[config.mk]
export PLATFORM = sky130hd
export DESIGN_NAME = fbsbdecoder
export DESIGN_NICKNAME = d
export VERILOG_FILES = /design/src/rtl/fbsbdecoder_pkg.sv /design/src/rtl/fbsbdecoder_sixbit2fourbit.sv /design/src/rtl/fbsbdecoder.sv
export SDC_FILE = /design/constraint.sdc
export NUM_CORES = 1
export LEC_CHECK = 0
export CAP_MARGIN = 15
export CORE_MARGIN = 4
export CORE_UTILIZATION = 33
export CTS_CLUSTER_DIAMETER = 30
export DETAILED_ROUTE_END_ITERATION = 7
export GPL_TIMING_DRIVEN = 0
export PLACE_DENSITY = 0.54
export SLEW_MARGIN = 30
export SYNTH_ARGS = -nofsm -noshare
export SYNTH_HDL_FRONTEND = slang
export SYNTH_HIERARCHICAL = 1
export SYNTH_SLANG_ARGS = --single-unit
[constraint.sdc]
create_clock -name pclk -period 3.4 [get_ports pclk]
set_input_delay 1.02 -clock pclk [delete_from_list [all_inputs] [get_ports pclk]]
set_output_delay 1.02 -clock pclk [all_outputs]
set_load 0.05 [all_outputs]
[src/rtl/fbsbdecoder_pkg.sv]
// Shared 4B6B definitions for the VLC link: codebook, default timing and FSM states.
package fbsbdecoder_pkg;

  localparam int unsigned DefaultBitLength = 50;
  localparam int unsigned DefaultFrameLen  = 23;
  localparam int unsigned SyncBits         = 5;

  typedef enum logic [1:0] {
    StIdle,
    StSyncHi,
    StSyncLo,
    StData
  } state_e;

  // Code bit 0 goes on the line first.
  function automatic logic [5:0] four_to_six(input logic [3:0] nibble);
    logic [5:0] code;
    unique case (nibble)
      4'h0: code = 6'b001110;
      4'h1: code = 6'b001101;
      4'h2: code = 6'b010011;
      4'h3: code = 6'b010110;
      4'h4: code = 6'b010101;
      4'h5: code = 6'b100011;
      4'h6: code = 6'b100110;
      4'h7: code = 6'b100101;
      4'h8: code = 6'b011001;
      4'h9: code = 6'b011010;
      4'hA: code = 6'b011100;
      4'hB: code = 6'b110001;
      4'hC: code = 6'b110010;
      4'hD: code = 6'b101001;
      4'hE: code = 6'b101010;
      4'hF: code = 6'b101100;
    endcase
    return code;
  endfunction

endpackage

[src/rtl/fbsbdecoder_sixbit2fourbit.sv]
// sixBit2fourBit: inverse 4B6B lookup; valid drops for any code outside the codebook.
module fbsbdecoder_sixbit2fourbit
  import fbsbdecoder_pkg::*;
(
  input  logic [5:0] code,
  output logic [3:0] nibble,
  output logic       valid
);

  always_comb begin
    nibble = 4'h0;
    valid  = 1'b0;
    for (int i = 0; i < 16; i++) begin
      if (four_to_six(4'(i)) == code) begin
        nibble = 4'(i);
        valid  = 1'b1;
      end
    end
  end

endmodule

[src/rtl/fbsbdecoder.sv]
// Receive-side 4B6B decoder: sync preamble detection, mid-bit sampling with edge re-centring,
// and symbol-to-byte decoding with frame-end and code-error pulses.
module fbsbdecoder
  import fbsbdecoder_pkg::*;
#(
  parameter int unsigned BitLength = DefaultBitLength,
  parameter int unsigned FrameLen  = DefaultFrameLen,
  parameter int unsigned SyncTol   = 25
) (
  input  logic       pclk,
  input  logic       resetn,
  input  logic       rx,
  output logic [7:0] data_out,
  output logic       data_valid,
  output logic       frame_done,
  output logic       code_error,
  output logic       decoding
);

  localparam logic [15:0] SyncMin     = 16'(SyncBits * BitLength - SyncTol);
  localparam logic [15:0] SyncMax     = 16'(SyncBits * BitLength + SyncTol);
  localparam logic [15:0] FirstSample = 16'(SyncBits * BitLength + BitLength / 2 - 1);
  localparam logic [15:0] SamplePhase = 16'(BitLength / 2 - 1);
  localparam logic [15:0] PhaseMax    = 16'(BitLength - 1);
  localparam logic [15:0] PhasePost   = 16'(BitLength / 2);
  localparam logic [7:0]  LastSym     = 8'(FrameLen);

  logic        rx_meta, rx_s, rx_d;
  logic        rx_rise, rx_fall, rx_edge;
  state_e      state_q;
  logic [15:0] cnt_q;
  logic [3:0]  bit_idx_q;
  logic [7:0]  sym_cnt_q;
  logic [11:0] shreg_q;
  logic [11:0] shift_next;
  logic [3:0]  lo_nib, hi_nib;
  logic        lo_ok, hi_ok;

  always_ff @(posedge pclk or negedge resetn) begin
    if (!resetn) begin
      rx_meta <= 1'b0;
      rx_s    <= 1'b0;
      rx_d    <= 1'b0;
    end else begin
      rx_meta <= rx;
      rx_s    <= rx_meta;
      rx_d    <= rx_s;
    end
  end

  assign rx_rise    = rx_s & ~rx_d;
  assign rx_fall    = ~rx_s & rx_d;
  assign rx_edge    = rx_s ^ rx_d;
  assign shift_next = {rx_s, shreg_q[11:1]};

  // Decoders see the register contents including the sample being taken this cycle.
  fbsbdecoder_sixbit2fourbit u_dec_lo (
    .code   (shift_next[5:0]),
    .nibble (lo_nib),
    .valid  (lo_ok)
  );

  fbsbdecoder_sixbit2fourbit u_dec_hi (
    .code   (shift_next[11:6]),
    .nibble (hi_nib),
    .valid  (hi_ok)
  );

  always_ff @(posedge pclk or negedge resetn) begin
    if (!resetn) begin
      state_q    <= StIdle;
      cnt_q      <= '0;
      bit_idx_q  <= '0;
      sym_cnt_q  <= '0;
      shreg_q    <= '0;
      data_out   <= 8'h00;
      data_valid <= 1'b0;
      frame_done <= 1'b0;
      code_error <= 1'b0;
      decoding   <= 1'b0;
    end else begin
      data_valid <= 1'b0;
      frame_done <= 1'b0;
      code_error <= 1'b0;
      decoding   <= (state_q != StIdle);

      unique case (state_q)
        StIdle: begin
          sym_cnt_q <= '0;
          bit_idx_q <= '0;
          // decoding still high marks the first IDLE cycle; an edge there is ignored.
          if (rx_rise && !decoding) begin
            cnt_q   <= '0;
            state_q <= StSyncHi;
          end
        end

        StSyncHi: begin
          if (rx_fall) begin
            if (cnt_q >= SyncMin && cnt_q <= SyncMax) begin
              cnt_q   <= '0;
              state_q <= StSyncLo;
            end else begin
              state_q <= StIdle;
            end
          end else if (cnt_q > SyncMax) begin
            state_q <= StIdle;
          end else begin
            cnt_q <= cnt_q + 16'd1;
          end
        end

        StSyncLo: begin
          if (rx_rise && cnt_q < SyncMin) begin
            state_q <= StIdle;
          end else if (cnt_q == FirstSample) begin
            // Centre of data bit 0; phase continues so the next sample lands one bit later.
            shreg_q   <= shift_next;
            bit_idx_q <= 4'd1;
            cnt_q     <= PhasePost;
            state_q   <= StData;
          end else begin
            cnt_q <= cnt_q + 16'd1;
          end
        end

        StData: begin
          if (rx_edge || cnt_q >= PhaseMax) begin
            cnt_q <= '0;
          end else begin
            cnt_q <= cnt_q + 16'd1;
          end

          if (cnt_q == SamplePhase) begin
            shreg_q <= shift_next;
            if (bit_idx_q == 4'd11) begin
              bit_idx_q <= '0;
              if (lo_ok && hi_ok) begin
                data_out   <= {hi_nib, lo_nib};
                data_valid <= 1'b1;
                if (sym_cnt_q == LastSym) begin
                  frame_done <= 1'b1;
                  sym_cnt_q  <= '0;
                  state_q    <= StIdle;
                end else begin
                  sym_cnt_q <= sym_cnt_q + 8'd1;
                end
              end else if (shift_next == '0 && sym_cnt_q != '0) begin
                // Transmitter stopped early: an all-zero symbol ends the frame cleanly.
                frame_done <= 1'b1;
                sym_cnt_q  <= '0;
                state_q    <= StIdle;
              end else begin
                code_error <= 1'b1;
                sym_cnt_q  <= '0;
                state_q    <= StIdle;
              end
            end else begin
              bit_idx_q <= bit_idx_q + 4'd1;
            end
          end
        end

        default: state_q <= StIdle;
      endcase
    end
  end

endmodule
==> flow_metrics.env <==
export IMPL_outcome="completed"
export IMPL_fmax_mhz=336.5
export IMPL_slowest_delay_ns=0.46
export IMPL_first_iter_violations=138
export IMPL_wl_per_cell_microns=14.23
export IMPL_hp_class="reg2reg"
export IMPL_worstMarginPinSlew_ns=0.6656
export IMPL_yosys_warnings=6
export IMPL_r2r_slack_ns=0.43
export IMPL_synth_edf_count=0
export IMPL_fillers=1159
export IMPL_grt_pass1_vias=3071
export IMPL_grt_pass1_wl_mm=14.59
export IMPL_overflow=0
export IMPL_start_util=0.3378
export IMPL_cts_sinks=56
export IMPL_syn_num_nets=447
export IMPL_finalSetupTns_ns=0
export IMPL_r2r_start="rx_s"
export IMPL_hpwl_mm=6.222
export IMPL_multi_input_area_sq_mm=0.002197
export IMPL_slowest_stage="dfrtp_1"
export IMPL_wirelength_mm=8.465
export IMPL_core_area_sq_mm=0.01147
export IMPL_worst_path_max_fanout=10
export IMPL_mostFrequentLayoutCell="nand2_1"
export IMPL_finalPower_mw=3.029
export IMPL_reg2reg_depth=10
export IMPL_synth_area_sq_mm=0.003874
export IMPL_antenna_found_initial=0
export IMPL_grtUsageTotal=0.1329
export IMPL_critPathRequiredTime_ns=3.58
export IMPL_cts_tree="built"
export IMPL_maxSlewHeadroom=0.5546
export IMPL_post_route_drc_count=0
export IMPL_drive_gt1_frac=0.1416
export IMPL_pin_count=15
export IMPL_grt_max_degree=31
export IMPL_antenna_left=0
export IMPL_cts_root_buffer="clkbuf_16"
export IMPL_min_period_ns=2.972
export IMPL_port_buffers=14
export IMPL_fin_ws_ns=0.4279
export IMPL_rsz0062_at_grt="no"
export IMPL_ctsResizeCount=0
export IMPL_place_inst=587
export IMPL_path_clk_slew_ns=0.07
export IMPL_worst_skew_pair_late_latency_ns=0.30
export IMPL_place_ws_ns=0.4641
export IMPL_fin_crit_sh=0.8742
export IMPL_worstPathCellList="buf_2 -> xnor2_1 -> or2_1 -> o311a_1 -> o22ai_1 -> nand3_1 -> a21o_1 -> o211ai_1 -> or3_1 -> o32a_1"
export IMPL_clock_skew_ns=0.008818
export IMPL_first_pass_iters=4
export IMPL_die_area_sq_mm=0.01354
export IMPL_finalHoldViolCount=0
export IMPL_synthFlopType="dfrtp_1"
export IMPL_hold_end="rx_s"
export IMPL_cts_buffers=5
export IMPL_start_kind="register"
export IMPL_area_delta_synth_final_pct=12.92
export IMPL_ir_drop_mv=0.3037
export IMPL_synth_seq_area_share=0.3618
export IMPL_netlist_instances=429
export IMPL_avgViaCountPerCell=5.361
export IMPL_vias=3190
export IMPL_max_cap_violations=0
export IMPL_die_h_microns=116.3
export IMPL_fp_dieW_microns=116.3
export IMPL_setup_viol=0
export IMPL_gp_congestion=0.8502
export IMPL_synthDistinctLibCells=67
export IMPL_hold_depth=0
export IMPL_arrival_ns=3.15
export IMPL_syn_avg_cell_area_sq_um=9.030
export IMPL_yosys_register_bits=56
export IMPL_p_leak_nw=1.930
export IMPL_timing_rr_end="state_q[1]"
export IMPL_rows=39
export IMPL_final_cell_mix="nand2_1, dfrtp_1, nor2_1"
export IMPL_post_cts_setup_buffers=0
export IMPL_synthArstFlopShare=1.000
export IMPL_ctsHoldBuffers=0
export IMPL_endpoint_kind="register"
export IMPL_critPathKind="reg2reg"
export IMPL_finalMaxSlewViolations=0
export IMPL_nets=469
export IMPL_final_cells=595
export IMPL_ctsHtreeMaxLevel=2
export IMPL_hold_start="rx_meta"
export IMPL_ff_latch_area_sq_mm=0.001401
export IMPL_antenna_cells=0
export IMPL_pwr_density_cell_mw_per_mm2=692.4
export IMPL_cts_buffer_depth=2
==> critical path, delay by kind of cell (launching register included) <==
kind / cells / cell delay (ns)
buffers and inverters: 1 / 0.21
and+or+nand+nor: 3 / 0.77
xor gates and xnor gates: 1 / 0.33
AOI/OAI and AO/OA: 5 / 1.08
DFF: 1 / 0.46
==> layer usage <==
metal	vias up	part of all wire	global-route usage
li1	1601	-	-
met1	1535	0.49	0.1746
met2	43	0.46	0.2170
met4	0	0.019	0.05182
met5	-	0	0
met3	11	0.030	0.02435
==> logic make-up after synthesis <==
kind of cell,after synthesis,share of synthesized area
AOI/OAI and AO/OA,98,0.1857
muxes,14,0.03973
DFF,56,0.3618
and+or+nand+nor,186,0.2662
xor gates and xnor gates,12,0.02713
adders and majority gates,15,0.04845
buffers and inverters,48,0.07106
==> power breakdown <==
group	total, mW	switching, mW	internal, mW
Combinational	1.57	0.881	0.688
Clock	0.587	0.240	0.347
Sequential	0.873	0.107	0.766
Total	3.03	1.23	1.80
==> flip-flops by register name, summed over array words and instances (netlist names) <==
name        cells
shreg_q        11
data_valid      1
frame_done      1
code_error      1
state_q         2
cnt_q          16
decoding        1
sym_cnt_q       8
data_out        8
rx_meta         1
rx_s            1
rx_d            1
bit_idx_q       4
==> synthesized netlist by cell type (3+ instances only) <==
cell type / instances / share of area
o21ai_0: 15 / 0.019
dfrtp_1: 56 / 0.36
buf_2: 10 / 0.013
o31ai_1: 6 / 0.012
or4_1: 3 / 0.0058
ha_1: 15 / 0.048
inv_1: 20 / 0.019
mux2i_1: 3 / 0.0078
o22ai_1: 5 / 0.0081
a21o_1: 13 / 0.025
and3_1: 6 / 0.0097
o22a_1: 3 / 0.0068
mux2_2: 11 / 0.032
nand2b_1: 7 / 0.011
buf_4: 8 / 0.016
nor2b_1: 12 / 0.019
a21oi_1: 7 / 0.0090
nand4_1: 5 / 0.0081
a31oi_1: 10 / 0.016
nor4_1: 5 / 0.0081
nor2_1: 26 / 0.025
nor3_1: 8 / 0.010
xnor2_1: 10 / 0.023
a22o_1: 11 / 0.025
nand2_1: 57 / 0.055
nand3_1: 25 / 0.032
buf_6: 7 / 0.020
nand4bb_1: 3 / 0.0087
clkbuf_1: 3 / 0.0029
==> how the worst max path moves through the flow <==
stage | from | endpoint | slack (ns) | depth (start not counted)
3_5_place_dp | rx_s | state_q[1] | 0.46 | 10
4_1_cts | rx_s | state_q[1] | 0.44 | 10
6_report | rx_s | state_q[1] | 0.43 | 10
3_3_place_gp | resetn | cnt_q[13] | -0.61 | 1
2_1_floorplan | rx_s | state_q[1] | 0.93 | 10
5_1_grt | rx_s | state_q[1] | 0.13 | 10
==> final cells by class <==
type | instances | share of cell area
multi-input cells | 325 | 0.5023
inverters | 20 | 0.01716
repair buffers | 15 | 0.03604
flip-flops and latches | 56 | 0.3204
clock inverters | 2 | 0.008009
plain buffers | 28 | 0.04577
clock buffers | 6 | 0.02946
well taps | 143 | 0.04090
==> stage by stage <==
| step | area, sq um | util | hold WS, ns |
|---|---|---|---|
| final | 4374 | 0.3815 | 0.3528 |
| after global routing | 4374 | 0.3815 | 0.3611 |
| after CTS | 4374 | 0.3815 | 0.3572 |
| after detailed placement | 4210 | 0.3672 | 0.3412 |
| after global placement | 4193 | 0.3656 | 0.3393 |
| after floorplan | 3874 | - | 0.3312 |
(Power assumes the default switching activity.)
